File: src/rtl/patch_matrix_xfade_if.sv
// Bus bundle for patch_matrix_xfade: sources, selects and routed outputs.
// gain_bus exists only when PATCH_MATRIX_GAIN_EN is defined.
interface patch_matrix_xfade_if #(
    parameter int BITSIZE = 16,
    parameter int N_IN    = 12,
    parameter int N_OUT   = 12,
    parameter int SELW    = 4
);
    logic                     sample_en;
    logic [N_IN*BITSIZE-1:0]  in_bus;
    logic [N_OUT*SELW-1:0]    sel_bus;
`ifdef PATCH_MATRIX_GAIN_EN
    logic [N_OUT*8-1:0]       gain_bus;
`endif
    logic [N_OUT*BITSIZE-1:0] out_bus;
    logic                     out_valid;
    logic                     busy;
    logic                     overrun;

    modport master (
        output sample_en, in_bus, sel_bus,
`ifdef PATCH_MATRIX_GAIN_EN
        output gain_bus,
`endif
        input  out_bus, out_valid, busy, overrun
    );

    modport slave (
        input  sample_en, in_bus, sel_bus,
`ifdef PATCH_MATRIX_GAIN_EN
        input  gain_bus,
`endif
        output out_bus, out_valid, busy, overrun
    );
endinterface

File: src/rtl/patch_matrix_xfade.sv
// N_IN x N_OUT routing matrix with per-output linear crossfade on selection change.
// Optional Q1.7 per-output gain with saturation under PATCH_MATRIX_GAIN_EN.
module patch_matrix_xfade #(
    parameter int BITSIZE   = 16,
    parameter int N_IN      = 12,
    parameter int N_OUT     = 12,
    parameter int SELW      = 4,
    parameter int RAMP_LOG2 = 6
) (
    input  logic                 clk,
    input  logic                 rst,
    patch_matrix_xfade_if.slave  bus
);
    localparam int R  = 1 << RAMP_LOG2;
    localparam int KW = RAMP_LOG2 + 1;
    localparam int PW = BITSIZE + RAMP_LOG2 + 2;
`ifdef PATCH_MATRIX_GAIN_EN
    localparam int STAGES = 3;
    localparam int GW     = BITSIZE + 9;
    localparam logic signed [GW-1:0] SAT_HI = GW'((1 << (BITSIZE-1)) - 1);
    localparam logic signed [GW-1:0] SAT_LO = GW'(-(1 << (BITSIZE-1)));
`else
    localparam int STAGES = 2;
`endif
    localparam int CW = $clog2(N_OUT + STAGES);
    localparam int JW = (N_OUT > 1) ? $clog2(N_OUT) : 1;
    localparam logic [CW-1:0]   SWEEP_LAST = CW'(N_OUT + STAGES - 2);
    localparam logic [SELW-1:0] SILENCE    = SELW'(N_IN);
    localparam logic [KW-1:0]   K_FULL     = KW'(R);

    typedef enum logic [1:0] {IDLE, CAPTURE, SWEEP, DONE} state_t;
    state_t state, state_nx;

    logic [CW-1:0] cnt;
    logic          busy, out_valid, overrun, issue;

    logic [N_IN-1:0][BITSIZE-1:0]  in_cap;
    logic [N_OUT-1:0][SELW-1:0]    sel_cap, cur_sel, tgt_sel;
    logic [N_OUT-1:0][KW-1:0]      k;
    logic [N_OUT-1:0]              ramping;
    logic [N_OUT-1:0][BITSIZE-1:0] out_r;
    logic [STAGES-2:0]             vld_pipe;

    // FSM
    always_ff @(posedge clk or posedge rst) begin
        if (rst) state <= IDLE;
        else     state <= state_nx;
    end

    always_comb begin
        state_nx  = state;
        busy      = 1'b0;
        out_valid = 1'b0;
        case (state)
            IDLE:    if (bus.sample_en) state_nx = CAPTURE;
            CAPTURE: begin busy = 1'b1; state_nx = SWEEP; end
            SWEEP:   begin busy = 1'b1; if (cnt == SWEEP_LAST) state_nx = DONE; end
            DONE:    begin out_valid = 1'b1; state_nx = IDLE; end
            default: state_nx = IDLE;
        endcase
    end

    assign issue = (state == SWEEP) && (cnt < CW'(N_OUT));

    always_ff @(posedge clk or posedge rst) begin
        if (rst) begin
            cnt     <= '0;
            overrun <= 1'b0;
            in_cap  <= '0;
            sel_cap <= '0;
        end else begin
            cnt <= (state == SWEEP) ? cnt + 1'b1 : '0;
            if (bus.sample_en && busy) overrun <= 1'b1;
            if (state == CAPTURE) begin
                in_cap  <= bus.in_bus;
                sel_cap <= bus.sel_bus;
            end
        end
    end

    // Stage 1: per-output fade bookkeeping and operand fetch
    logic [JW-1:0]              f_j;
    logic [SELW-1:0]            f_sel, f_cur, f_tgt;
    logic [KW-1:0]              k_nx;
    logic                       f_ramp, start, finish;
    logic signed [BITSIZE-1:0]  f_a, f_b;

    always_comb begin
        f_j    = cnt[JW-1:0];
        f_sel  = sel_cap[f_j];
        f_cur  = cur_sel[f_j];
        f_ramp = ramping[f_j];
        start  = !f_ramp && (f_sel != f_cur);
        f_tgt  = start ? f_sel : tgt_sel[f_j];
        k_nx   = start ? KW'(1) : (f_ramp ? k[f_j] + 1'b1 : '0);
        finish = f_ramp && (k_nx == K_FULL);
        f_a    = '0;
        f_b    = '0;
        for (int i = 0; i < N_IN; i++) begin
            if (f_cur == SELW'(i)) f_a = in_cap[i];
            if (f_tgt == SELW'(i)) f_b = in_cap[i];
        end
    end

    logic signed [BITSIZE-1:0] s1_a, s1_b;
    logic [KW-1:0]             s1_k;
    logic [JW-1:0]             s1_j;

    always_ff @(posedge clk or posedge rst) begin
        if (rst) begin
            cur_sel <= {N_OUT{SILENCE}};
            tgt_sel <= {N_OUT{SILENCE}};
            k       <= '0;
            ramping <= '0;
            s1_a    <= '0;
            s1_b    <= '0;
            s1_k    <= '0;
            s1_j    <= '0;
        end else if (issue) begin
            s1_a <= f_a;
            s1_b <= f_b;
            s1_k <= k_nx;
            s1_j <= f_j;
            if (start) begin
                tgt_sel[f_j] <= f_sel;
                k[f_j]       <= KW'(1);
                ramping[f_j] <= 1'b1;
            end else if (finish) begin
                cur_sel[f_j] <= f_tgt;
                k[f_j]       <= '0;
                ramping[f_j] <= 1'b0;
            end else if (f_ramp) begin
                k[f_j] <= k_nx;
            end
        end
    end

    // Stage 2: a*(R-k) + b*k folded into a*R + (b-a)*k so one multiplier suffices
    logic signed [BITSIZE:0]   mix_diff;
    logic signed [PW-1:0]      mix_prod, mix_acc;
    logic signed [BITSIZE-1:0] mix_y;

    always_comb begin
        mix_diff = {s1_b[BITSIZE-1], s1_b} - {s1_a[BITSIZE-1], s1_a};
        mix_prod = PW'(mix_diff) * $signed({{(PW-KW){1'b0}}, s1_k});
        mix_acc  = mix_prod + (PW'(s1_a) <<< RAMP_LOG2);
        mix_y    = BITSIZE'(mix_acc >>> RAMP_LOG2);
    end

`ifdef PATCH_MATRIX_GAIN_EN
    logic [N_OUT-1:0][7:0]     gain_cap;
    logic signed [BITSIZE-1:0] s2_y, g_y;
    logic [JW-1:0]             s2_j;
    logic signed [GW-1:0]      g_prod, g_shr;

    always_comb begin
        g_prod = GW'(s2_y) * $signed({{(GW-8){1'b0}}, gain_cap[s2_j]});
        g_shr  = g_prod >>> 7;
        if (g_shr > SAT_HI)      g_y = BITSIZE'(SAT_HI);
        else if (g_shr < SAT_LO) g_y = BITSIZE'(SAT_LO);
        else                     g_y = BITSIZE'(g_shr);
    end

    always_ff @(posedge clk or posedge rst) begin
        if (rst) begin
            gain_cap <= '0;
            s2_y     <= '0;
            s2_j     <= '0;
            vld_pipe <= '0;
            out_r    <= '0;
        end else begin
            if (state == CAPTURE) gain_cap <= bus.gain_bus;
            vld_pipe <= {vld_pipe[0], issue};
            if (vld_pipe[0]) begin
                s2_y <= mix_y;
                s2_j <= s1_j;
            end
            if (vld_pipe[1]) out_r[s2_j] <= g_y;
        end
    end
`else
    always_ff @(posedge clk or posedge rst) begin
        if (rst) begin
            vld_pipe <= '0;
            out_r    <= '0;
        end else begin
            vld_pipe[0] <= issue;
            if (vld_pipe[0]) out_r[s1_j] <= mix_y;
        end
    end
`endif

    assign bus.out_bus   = out_r;
    assign bus.out_valid = out_valid;
    assign bus.busy      = busy;
    assign bus.overrun   = overrun;
endmodule

File: src/flat_wrapper.sv
// flat-port wrapper written by rule: the top's interface ports become plain ports
module patch_matrix_xfade_flat 
#(
    parameter int BITSIZE   = 16,
    parameter int N_IN      = 12,
    parameter int N_OUT     = 12,
    parameter int SELW      = 4,
    parameter int RAMP_LOG2 = 6
)
  (clk, rst, bus_sample_en, bus_in_bus, bus_sel_bus, bus_out_bus, bus_out_valid, bus_busy, bus_overrun);
  patch_matrix_xfade_if #(.BITSIZE(BITSIZE), .N_IN(N_IN), .N_OUT(N_OUT), .SELW(SELW)) bus_i ();
  input  logic clk;
  input  logic rst;
  input wire logic [$bits(bus_i.sample_en)-1:0] bus_sample_en;
  input wire logic [$bits(bus_i.in_bus)-1:0] bus_in_bus;
  input wire logic [$bits(bus_i.sel_bus)-1:0] bus_sel_bus;
  output wire logic [$bits(bus_i.out_bus)-1:0] bus_out_bus;
  output wire logic [$bits(bus_i.out_valid)-1:0] bus_out_valid;
  output wire logic [$bits(bus_i.busy)-1:0] bus_busy;
  output wire logic [$bits(bus_i.overrun)-1:0] bus_overrun;
  assign bus_i.sample_en = bus_sample_en;
  assign bus_i.in_bus = bus_in_bus;
  assign bus_i.sel_bus = bus_sel_bus;
  assign bus_out_bus = bus_i.out_bus;
  assign bus_out_valid = bus_i.out_valid;
  assign bus_busy = bus_i.busy;
  assign bus_overrun = bus_i.overrun;
  patch_matrix_xfade #(.BITSIZE(BITSIZE), .N_IN(N_IN), .N_OUT(N_OUT), .SELW(SELW), .RAMP_LOG2(RAMP_LOG2)) u_core (.clk(clk), .rst(rst), .bus(bus_i));
endmodule
File: config.mk
export PLATFORM = sky130hd
export DESIGN_NAME = patch_matrix_xfade_flat
export DESIGN_NICKNAME = d
export VERILOG_FILES = /design/src/rtl/patch_matrix_xfade_if.sv /design/src/rtl/patch_matrix_xfade.sv /design/src/flat_wrapper.sv
export SDC_FILE = /design/constraint.sdc
export NUM_CORES = 2
export LEC_CHECK = 0
export BUFFER_PORTS_ARGS = -buffer_cell sky130_fd_sc_hd__buf_2
export CAP_MARGIN = 20
export CORE_AREA = 2 2 299 301
export DETAILED_ROUTE_END_ITERATION = 16
export DIE_AREA = 0 0 301 303
export GPL_TIMING_DRIVEN = 0
export PLACE_DENSITY = 0.64
export SYNTH_ARGS = -nofsm -noshare
export SYNTH_HDL_FRONTEND = slang
export SYNTH_SLANG_ARGS = --single-unit
File: constraint.sdc
create_clock -name clk -period 25.4 [get_ports clk]
set_input_delay 1.27 -clock clk [delete_from_list [all_inputs] [get_ports clk]]
set_output_delay 1.27 -clock clk [all_outputs]
set_load 0.02 [all_outputs]
==> impl_metrics.env <==
export IMPL_cts_resized_gates=0
export IMPL_period_needed_ns=9.35
export IMPL_die_h_um=303
export IMPL_maxCapViolCount=0
export IMPL_regArea_um2=17000
export IMPL_preCtsSetupSlack_ns=16.05
export IMPL_die_x_um=301
export IMPL_avgSynthCellArea_um2=11.5
export IMPL_worstPathArrival_ns=9.80
export IMPL_drt_wl_total_mm=111
export IMPL_multiInputGateArea_um2=16500
export IMPL_synth_area_um2=35000
export IMPL_critPathRequiredTime_ns=25.86
export IMPL_synthDistinctLibCells=81
export IMPL_boundaryPins=438
export IMPL_synth_net_count=3465
export IMPL_antenna_left=0
export IMPL_dp_cells=4667
export IMPL_yosysTopAreaCellShare_pct=44.8
export IMPL_crit_buf_inv=4
export IMPL_grt_total_usage_pct=24.3
export IMPL_synth_top_area_cell="dfrtp_1"
export IMPL_ctsRootBufferMaster="clkbuf_16"
export IMPL_portBuffers=437
export IMPL_stdcell_count=4810
export IMPL_critPathMostFrequentCell="fa_1"
export IMPL_first_global_vias=26605
export IMPL_layout_drive_gt1_share_pct=30.8
export IMPL_synthCells=3056
export IMPL_areaGrowthSynthToFinish_pct=18.2
export IMPL_die_area_um2=91200
export IMPL_routedWlPerCell_um=23.1
export IMPL_fp_coreArea_um2=88000
export IMPL_slew_viol_final=0
export IMPL_hold_path_class="register to register"
export IMPL_fmax_ghz=0.107
export IMPL_fp_row_count=109
export IMPL_slew_headroom_pct=20.9
export IMPL_critPathCaptureType="register"
export IMPL_synth_flop_cell="dfrtp_1"
export IMPL_grt_start_max_net_pins=129
export IMPL_nNetsFinal=3990
export IMPL_clkSlewWorstSetupHoldPaths_ns=0.06
export IMPL_cpMaxStageDelayCell="a2111oi_0"
export IMPL_cp_slowest_stage_delay_ns=0.77
export IMPL_dpl_hpwl_mm=84.6
export IMPL_initial_utilization_pct=39.8
export IMPL_path_delay_family="adder cells"
export IMPL_numCtsBuffers=76
export IMPL_clock_path_buffers=3
export IMPL_cts_tree="built"
export IMPL_utilization_pct=47.0
export IMPL_fin_skew_ns=0.0267
export IMPL_critical_path_class="register to register"
export IMPL_ys_warn_count=0
export IMPL_grt_ovfl_total=0
export IMPL_cts_sinks=675
export IMPL_synth_edff_count=0
export IMPL_postCtsSetupBuffers=0
export IMPL_status="finished clean"
export IMPL_ys_async_sr_fraction_pct=100
export IMPL_finalHoldViolCount=0
export IMPL_yosysSeqAreaShare_pct=48.4
export IMPL_rsz0062_at_grt="no"
export IMPL_setup_viol=0
export IMPL_worst_slew_pin_transition_ns=1.18
export IMPL_vias=26591
export IMPL_grt_antenna_before_repair=7
export IMPL_clk_insertion_delay_late_ns=0.64
export IMPL_crit_path_max_fanout=10
export IMPL_htree_levels=3
export IMPL_grt_first_pass_wirelength_mm=168
export IMPL_ys_ff_latch=675
export IMPL_critPathLaunchType="register"
export IMPL_cts_hold_buf=0
export IMPL_setup_ws_ns=16.05
export IMPL_min_period_over_period_pct=36.8
export IMPL_routed_via_density=5.53
export IMPL_first_pass_iters=8
export IMPL_drtIter0Drc=2529
export IMPL_synthTopCellsByArea="dfrtp_1 (45%), mux2_2 (13%), fa_1 (5.5%)"
export IMPL_fillers=8103
export IMPL_drc_errors=0
export IMPL_fin_setup_tns_ns=0
export IMPL_gp_congestion=1.02
[metal layers]
| layer | up-vias | global-route usage (%) | routed length, µm |
|---|---|---|---|
| met3 | 240 | 4.76 | 8300 |
| met2 | 1177 | 39.3 | 51600 |
| met4 | 10 | 8.09 | 3800 |
| met5 | - | 0 | 54 |
| met1 | 13363 | 32.9 | 47200 |
| li1 | 11801 | - | - |
[worst paths after layout]
kind	depth (start not counted)	slack (ns)	from	to
worst min register to register	1	0.45	u_core.bus.overrun	u_core.bus.overrun
worst max register to register	30	16.05	u_core.s1_a[0]	u_core.bus.out_bus[78]
worst min-delay path	1	0.45	u_core.bus.overrun	u_core.bus.overrun
min in group asynchronous	2	0.53	rst	u_core.bus.out_bus[4]
max in group asynchronous	6	22.61	rst	u_core.in_cap[58]
worst max-delay path	30	16.05	u_core.s1_a[0]	u_core.bus.out_bus[78]
[cells in the final DEF, fill, tap and decap left out, types with 8 or more instances in the layout]
master and instances:
a211oi_1 13, a21o_1 14, a21oi_1 89, a221oi_1 16, a222oi_1 18, a22o_1 17, a22oi_1 60, a31oi_1 13
a32oi_1 13, and2_1 60, and3_1 15, buf_1 12, buf_2 460, clkbuf_1 162, clkbuf_16 78, clkbuf_8 15
dfrtp_1 627, dfstp_2 48, fa_1 96, ha_1 70, inv_1 187, mux2_2 394, mux2i_1 48, mux4_1 8
mux4_2 51, nand2_1 386, nand2b_1 13, nand3_1 56, nand3_4 10, nor2_1 104, nor2b_1 27, nor3_1 21
o211ai_1 9, o21ai_0 240, o221ai_1 10, o22ai_1 14, xnor2_1 27, xor2_1 17
[through the flow]
step | instance area (µm²) | hold WS, ns
CTS | 41400 | 0.457
finish | 41400 | 0.454
floorplan | 35000 | 0.441
detailed placement | 38800 | 0.441
global route | 41400 | 0.478
global placement | 38600 | 0.435
[logic make-up after synthesis]
family | count (synthesis) | synth area share (%)
compound gates | 574 | 10.4
xor+xnor | 44 | 1.10
fa+ha+maj | 166 | 7.99
buf+inv | 368 | 4.32
flops | 675 | 48.4
mux | 504 | 18.1
simple gates | 725 | 9.65
[flip-flops by register name, indices dropped and copies added, names as in the netlist, 7 cells and up, named ones only]
signal,flops
u_core.cur_sel,48
u_core.bus.out_bus,192
u_core.s1_k,7
u_core.sel_cap,48
u_core.in_cap,192
u_core.tgt_sel,48
u_core.k,84
u_core.s1_b,16
u_core.s1_a,16
[area by class of cell]
cell class	count	share of cell area, %
flip-flops and latches	675	41.0
multi-input cells	2013	40.0
repair buffers	447	5.75
clock buffers	121	5.47
well taps	1165	3.52
plain buffers	180	1.95
inverters	188	1.72
clock inverters	20	0.653
diodes	1	0.00605
[cells in the mapped netlist, drive strengths merged, types with 14 or more instances]
cell    count
nor2      106
and3       15
xnor2      27
a21o       14
a222oi     18
nor2b      27
clkbuf    134
xor2       17
o21ai     246
nor3       21
ha         70
a22oi      60
a221oi     17
buf        46
a22o       17
dfstp      48
dfrtp     627
o22ai      14
nand3      66
mux2      394
mux2i      51
a21oi      93
and2       62
nand2     386
mux4       59
inv       188
fa         96
Power is not shown: default switching activity piles up to over one toggle a cycle in this logic, so the estimate is an artifact.
